### src/rtl/memory_access_unit.sv
// Memory-stage load/store unit: IDLE/BUSY/DONE handshake to a valid/ready data bus with lane extraction.
// Define MEM_MISALIGN_TRAP_EN to flag misaligned accesses instead of silently aligning them.
module memory_access_unit #(
    parameter int DATA_WIDTH = 32
) (
    input  logic                  clk,
    input  logic                  rst_n,
    input  logic                  MemReadM,
    input  logic                  MemWriteM,
    input  logic [2:0]            Funct3M,
    input  logic [DATA_WIDTH-1:0] ALUResultM,
    input  logic [DATA_WIDTH-1:0] WriteDataM,
    output logic [DATA_WIDTH-1:0] ReadDataM,
    output logic                  StallM,
    output logic                  MisalignM,
    output logic                  mem_req,
    output logic                  mem_we,
    output logic [DATA_WIDTH-1:0] mem_addr,
    output logic [3:0]            mem_be,
    output logic [DATA_WIDTH-1:0] mem_wdata,
    input  logic                  mem_ready,
    input  logic [DATA_WIDTH-1:0] mem_rdata
);

    typedef enum logic [1:0] {IDLE, BUSY, DONE} state_t;

    state_t                  state;
    logic                    access;
    logic                    trap;
    logic [1:0]              lo;
    logic [3:0]              be;
    logic [DATA_WIDTH-1:0]   wdata;
    logic [2:0]              ld_f3;
    logic [1:0]              ld_lo;
    logic [7:0]              byte_lane;
    logic [15:0]             half_lane;
    logic [DATA_WIDTH-1:0]   load_val;

`ifdef MEM_MISALIGN_TRAP_EN
    logic misaligned;
    always_comb begin
        misaligned = ((Funct3M[1:0] == 2'b01) && ALUResultM[0]) ||
                     ((Funct3M[1:0] == 2'b10) && (ALUResultM[1:0] != 2'b00));
        trap       = misaligned;
        lo         = ALUResultM[1:0];
    end
    assign MisalignM = rst_n && (state == IDLE) && (MemReadM || MemWriteM) && misaligned;
`else
    // Without the trap, misaligned halves/words are forced onto their natural boundary.
    always_comb begin
        trap = 1'b0;
        lo   = ALUResultM[1:0];
        if (Funct3M[1:0] == 2'b10)
            lo = 2'b00;
        else if (Funct3M[1:0] == 2'b01)
            lo[0] = 1'b0;
    end
    assign MisalignM = 1'b0;
`endif

    assign access = (MemReadM || MemWriteM) && !trap;

    // NOTE: every output of an always_comb gets a default first so no latch is inferred.
    always_comb begin
        be    = 4'b1111;
        wdata = WriteDataM;
        case (Funct3M[1:0])
            2'b00: begin
                be    = 4'b0001 << lo;
                wdata = {4{WriteDataM[7:0]}};
            end
            2'b01: begin
                be    = 4'b0011 << {lo[1], 1'b0};
                wdata = {2{WriteDataM[15:0]}};
            end
            default: ;
        endcase
    end

    always_comb begin
        byte_lane = mem_rdata[8*ld_lo +: 8];
        half_lane = mem_rdata[16*ld_lo[1] +: 16];
        load_val  = mem_rdata;
        case (ld_f3[1:0])
            2'b00:   load_val = {{24{~ld_f3[2] & byte_lane[7]}}, byte_lane};
            2'b01:   load_val = {{16{~ld_f3[2] & half_lane[15]}}, half_lane};
            default: ;
        endcase
    end

    // Reset gates the stall so a flushed pipeline is released in the reset cycle.
    always_comb begin
        StallM = 1'b0;
        if (rst_n) begin
            case (state)
                IDLE:    StallM = access;
                BUSY:    StallM = 1'b1;
                default: StallM = 1'b0;
            endcase
        end
    end

    // NOTE: sequential state uses non-blocking assignments so every register samples pre-edge values.
    always_ff @(posedge clk) begin
        if (!rst_n) begin
            state     <= IDLE;
            ReadDataM <= '0;
            mem_req   <= 1'b0;
            mem_we    <= 1'b0;
            mem_addr  <= '0;
            mem_be    <= 4'b0000;
            mem_wdata <= '0;
            ld_f3     <= 3'b000;
            ld_lo     <= 2'b00;
        end else begin
            case (state)
                IDLE: begin
                    if (access) begin
                        mem_req   <= 1'b1;
                        mem_we    <= MemWriteM;
                        mem_addr  <= {ALUResultM[DATA_WIDTH-1:2], 2'b00};
                        mem_be    <= be;
                        mem_wdata <= wdata;
                        ld_f3     <= Funct3M;
                        ld_lo     <= lo;
                        state     <= BUSY;
                    end
                end
                BUSY: begin
                    if (mem_ready) begin
                        mem_req <= 1'b0;
                        if (!mem_we)
                            ReadDataM <= load_val;
                        state <= DONE;
                    end
                end
                default: state <= IDLE;  // DONE never re-issues the held instruction
            endcase
        end
    end

endmodule

### config.mk
export PLATFORM = sky130hd
export DESIGN_NAME = memory_access_unit
export DESIGN_NICKNAME = d
export VERILOG_FILES = /design/src/rtl/memory_access_unit.sv
export SDC_FILE = /design/constraint.sdc
export NUM_CORES = 1
export LEC_CHECK = 0
export ABC_AREA = 1
export BUFFER_PORTS_ARGS = -buffer_cell sky130_fd_sc_hd__buf_2
export CAP_MARGIN = 20
export CORE_MARGIN = 2
export CORE_UTILIZATION = 30
export CTS_BUF_LIST = sky130_fd_sc_hd__clkbuf_8 sky130_fd_sc_hd__clkbuf_16
export DETAILED_ROUTE_END_ITERATION = 16
export SYNTH_ARGS = -nofsm -noshare
export SYNTH_HDL_FRONTEND = slang
export SYNTH_SLANG_ARGS = --single-unit
### constraint.sdc
create_clock -name clk -period 1.3 [get_ports clk]
set_input_delay 0.065 -clock clk [delete_from_list [all_inputs] [get_ports clk]]
set_output_delay 0.065 -clock clk [all_outputs]
set_load 0.02 [all_outputs]
Word-level counts from Yosys, hierarchy flattened
Index checks and enable logic that the tools add are counted.
Widths: inputs -> output; s select.
{ "classes": {"n_eq_ne": 6, "shift": 4, "muxes": 14, "bitwise_logic": 4, "reduce_logical": 9} }
{ "ops": {"columns": ["op", "count"], "rows": [
  ["$pmux 32 s2", 2],
  ["$shiftx 32x6->16", 1],
  ["$shiftx 32x6->8", 1],
  ["$pmux 4 s2", 1],
  ["$eq 2x1->1 const B", 3],
  ["$logic_not 2->1", 3],
  ["$mux 1", 6],
  ["$reduce_and 3->1", 2],
  ["$mux 2", 2],
  ["$ne 2x2->1 const B", 2],
  ["$pmux 1 s2", 2],
  ["$pmux 2 s2", 1],
  ["$reduce_and 2->1", 2],
  ["$shl 1x2->4 const A", 1],
  ["$shl 2x2->4 const A", 1],
  ["$and 1x1->1", 2],
  ["$eq 2x2->1 const B", 1],
  ["$not 1->1", 2],
  ["$reduce_bool 2->1", 1],
  ["$logic_or 1x1->1", 1]
]} }
{ "totals": {"ff_bits": 107, "wordCells": 46} }

Longest topological paths before layout
{ "depth": {"word_depth": 5, "mapped_depth": 10, "depth_no_buf": 9} }

Least setup slack after synthesis
Ideal clock, no wire load.
{ "synth_timing": {"path_kind": "register to register", "from": "register ld_f3[1]", "to": "register ReadDataM[20]", "setup_ns": 0.122, "t_arrival_ns": 1.157, "required_time_ns": 1.178, "path_slack_ns": 0.021, "path_stages_with_launch": 10, "n_path_buf": 2, "cell_sequence": "dfxtp_1 -> buf_6 -> inv_4 -> nand2_4 -> nor2_8 -> nand2_1 -> nand2_2 -> a21oi_4 -> buf_6 -> a21oi_2"} }
{ "synth_between": {"elab_chain_len": 2, "elab_cells_between_ends": 3, "classes_between": "eq/ne: 1; mux: 1; reduce/logical: 1"} }
{ "synth_rtl": {"columns": ["item", "line", "source"], "rows": [
  ["start: declaration", "33", "logic [2:0] ld_f3;"],
  ["start signal: assignment", "124", "ld_f3 <= Funct3M;"],
  ["$eq 2x1->1 / $logic_not 2->1 (equally long branches)", "84", "case (ld_f3[1:0])"],
  ["$pmux 32 s2 *", "84", null],
  ["end signal: assignment", "133", "ReadDataM <= load_val;"],
  ["end: declaration", "13", "output logic [DATA_WIDTH-1:0] ReadDataM,"]
]} }
Mark *: on every way between the ends. The rest lies on a longest branch, timed or not.
A chain may end at the register's enable or synchronous reset.

Final worst setup path
{ "layout_timing": {"from": "register state[1]", "to": "output port StallM"} }
{ "layout_between": {"elab_chain_len": 3, "elab_cells_between_ends": 4, "classes_between": "eq/ne: 1; mux: 2; reduce/logical: 1"} }
{ "layout_rtl": {"columns": ["item", "line", "source"], "rows": [
  ["start: declaration", "27", "state_t state;"],
  ["start signal: assignment", "106", "state <= IDLE;"],
  ["start signal: assignment", "126", "state <= BUSY;"],
  ["start signal: assignment", "134", "state <= DONE;"],
  ["$eq 2x1->1 / $logic_not 2->1 (equally long branches)", "95", "case (state)"],
  ["$pmux 1 s2 *", "95", null],
  ["$mux 1 *", "94", "if (rst_n) begin"],
  ["end: declaration", "14", "output logic StallM,"]
]} }
Marks and branches as above.

==> reports/results.ini <==
[cells_and_area]
layout_commonest_cell = buf_2
antennaDiodeCount = 0
final_nets = 1044
syn2layout_area_growth_pct = 61.5
multiInputGateArea_mm2 = 0.00238
mostFrequentLayoutCells = buf_2 (203), nand2_1 (166), dfxtp_1 (101), nor2_1 (92), dlygate4sd3_1 (61)
seq_area_mm2 = 0.00215
fill_cells = 1482
drive_gt1_share_pct = 37.0

[timing]
rsz0062_at_grt = true
skew_ns = 0.00843
hold_violations = 0
min_period_ns = 1.37
period_share_pct = 105
slew_viol_final = 0
setup_slack_ns = -0.0710
whs_ns = 0.0141
setup_viol = 25
max_freq_mhz = 729

[grt]
grt.overflow.total = 0
grtUsageMet2_pct = 33.5
grt_pass1_vias = 4948
grt_pass1_wl_um = 25600
grt_use_met1_pct = 24.5
grt_usage_pct = 19.7
antenna_found_initial = 0
grt_max_degree = 68
gr-usage-met3_pct = 5.28
grt-busiest-layer = met2

[power]
p_leak_nw = 3.62
pwr_density_cell_mw_per_mm2 = 1250
irDropWorstVdd_v = 0.000882
power_mw = 9.37

[routing]
post_drt_wl_per_cell_um = 14.8
vias_per_cell = 4.68
routed_wl_um = 16800
dr_total_vias = 5308
first_pass_iters = 5
first_iter_violations = 380
drtAntennaViolNets = 0
drt_drc_violations_left = 0

[floorplanning]
start_util_pct = 30.7
ios = 208
dieHeight_um = 128
coreArea_mm2 = 0.0151
die_area_mm2 = 0.0165
rows = 45
fp.dieW_um = 128

[yosys]
ys_seq_area_share_pct = 46.1
synth_cell_types = 29
yosysWarnings = 0
synth.avg_cell_area_um2 = 7.08
synthCells = 656
synth_area_mm2 = 0.00464
synth.ff_latch_count = 107

[clock_tree]
cts_made_buffers = 9
cts_tree = built
path_clk_slew_ns = 0.08
clkLatencyLatePin_ns = 0.36
htreeDepth = 3
cts_root_buf = clkbuf_16
clock_sinks = 107
cts_buffer_depth = 2

[worst_setup_path]
crit_path_end_kind = output pin
max_stage_delay_ns = 0.34
path_cells = nor2_4 > nand2_4 > buf_12 > a21oi_4 > buf_6
criticalPathCategory = reg2out
arrival_ns = 1.31
crit_path_max_fanout = 4
critical_path_required_ns = 1.24
critPathTopFamily = flip-flops
path_buf_inv = 2
cp-start-kind = flip-flop
critical_path.slowest_cell = dfxtp_2

[job]
cap_violations = 0

[place]
place_congestion = 0.836
io_buffer_count = 204
place_hpwl_um = 10900

[outcome]
violations = negative setup slack
status = finished with violations

[hold_path]
hold_path_class = in2reg

[layout make-up]
type                            instances  area share (%)
Tap cell                              188            3.14
Multi-Input combinational cell        478            31.7
Clock buffer                            9            3.00
Inverter                               29            1.89
Sequential cell                       107            28.7
Clock inverter                          7            1.32
Timing Repair Buffer                  315            30.2
[worst paths after layout]
path	slack, ns	endpoint	cells past startpoint	start
min reg2reg	0.46	mem_wdata[24]$_SDFFE_PN0N_	2	mem_wdata[24]$_SDFFE_PN0N_
max	-0.07	StallM	5	state[1]$_SDFFE_PN0P_
max reg2reg	-0.05	ReadDataM[6]$_SDFFE_PN0P_	10	state[0]$_SDFFE_PN0P_
min	0.01	mem_addr[27]$_SDFFE_PN0N_	3	rst_n
[power by group]
group	leakage [nW]	internal [mW]	switching, mW	total (mW)
Clock	0.154	1.39	1.44	2.83
Sequential	0.886	3.59	0.160	3.75
Combinational	2.58	1.16	1.62	2.78
[cells in the mapped netlist]
master	count	area (µm²)
inv_1	24	90.1
nand2_4	1	11.3
a21oi_1	72	360
nor2_4	1	11.3
o21a_1	1	7.51
a21oi_2	10	87.6
a21oi_4	1	16.3
inv_4	2	12.5
nand2_2	2	12.5
nand4_1	7	43.8
o21ai_0	70	350
nor2_1	96	360
conb_1	1	3.75
a31oi_1	12	75.1
or2_2	1	6.26
o21ai_1	3	15.0
nor2_8	1	20.0
dfxtp_1	107	2140
or2_1	1	6.26
inv_2	3	11.3
clkbuf_1	16	60.1
buf_6	3	33.8
nor2_2	6	37.5
buf_2	19	95.1
a211oi_1	1	7.51
nand3_1	12	60.1
nand2_1	177	664
buf_4	5	37.5
buf_1	1	3.75
[sequential cells by signal, indices dropped and copies added (netlist names)]
name and count:
ld_f3 3, mem_addr 30, mem_req 1, ld_lo 2, mem_we 1, state 2
mem_wdata 32, ReadDataM 32, mem_be 4
[per-layer routing]
layer / routed length, µm / up-vias
met1: 7130 / 2427
met5: 0 / -
li1: - / 2700
met4: 401 / 0
met3: 892 / 30
met2: 8350 / 151
[what timing repair did]
| action | in CTS | in global routing |
|---|---|---|
| gates resized for setup | 22 | 92 |
| setup buffers | 7 | 3 |
| hold buffers | 61 | 0 |
| setup endpoints to repair | 51 | 92 |
| cloned | 3 | 5 |
| endpoints found under the hold margin | 62 | 0 |
| pin swaps | 5 | 7 |
[metrics by stage]
step / setup TNS, ns / area, µm² / util [%] / worst slack, ns / std cells
floorplan: 0 / 4650 / - / 0.0212 / 658
global placement: -2.75 / 5990 / 39.6 / -0.160 / 1040
detailed placement: -3.72 / 5990 / 39.6 / -0.194 / 1040
CTS: -1.07 / 7170 / 47.3 / -0.0667 / 1127
global route: -3.36 / 7500 / 49.5 / -0.138 / 1133
finish: -0.741 / 7500 / 49.5 / -0.0710 / 1133
[tightest hold or removal path, delay by kind of cell]
| family | cells | cell delay, ns |
|---|---|---|
| AO/OA/AOI/OAI | 1 | 0.08 |
| AND/OR/NAND/NOR | 1 | 0.04 |
| buffers and inverters | 1 | 0.13 |
[logic make-up after synthesis]
family	Yosys count	synth area share (%)
buffers and inverters	73	7.41
other	1	0.0808
AND/OR/NAND/NOR	305	26.6
AO/OA/AOI/OAI	170	19.8
flip-flops	107	46.1
No activity file was read; power rests on OpenSTA's default activity.
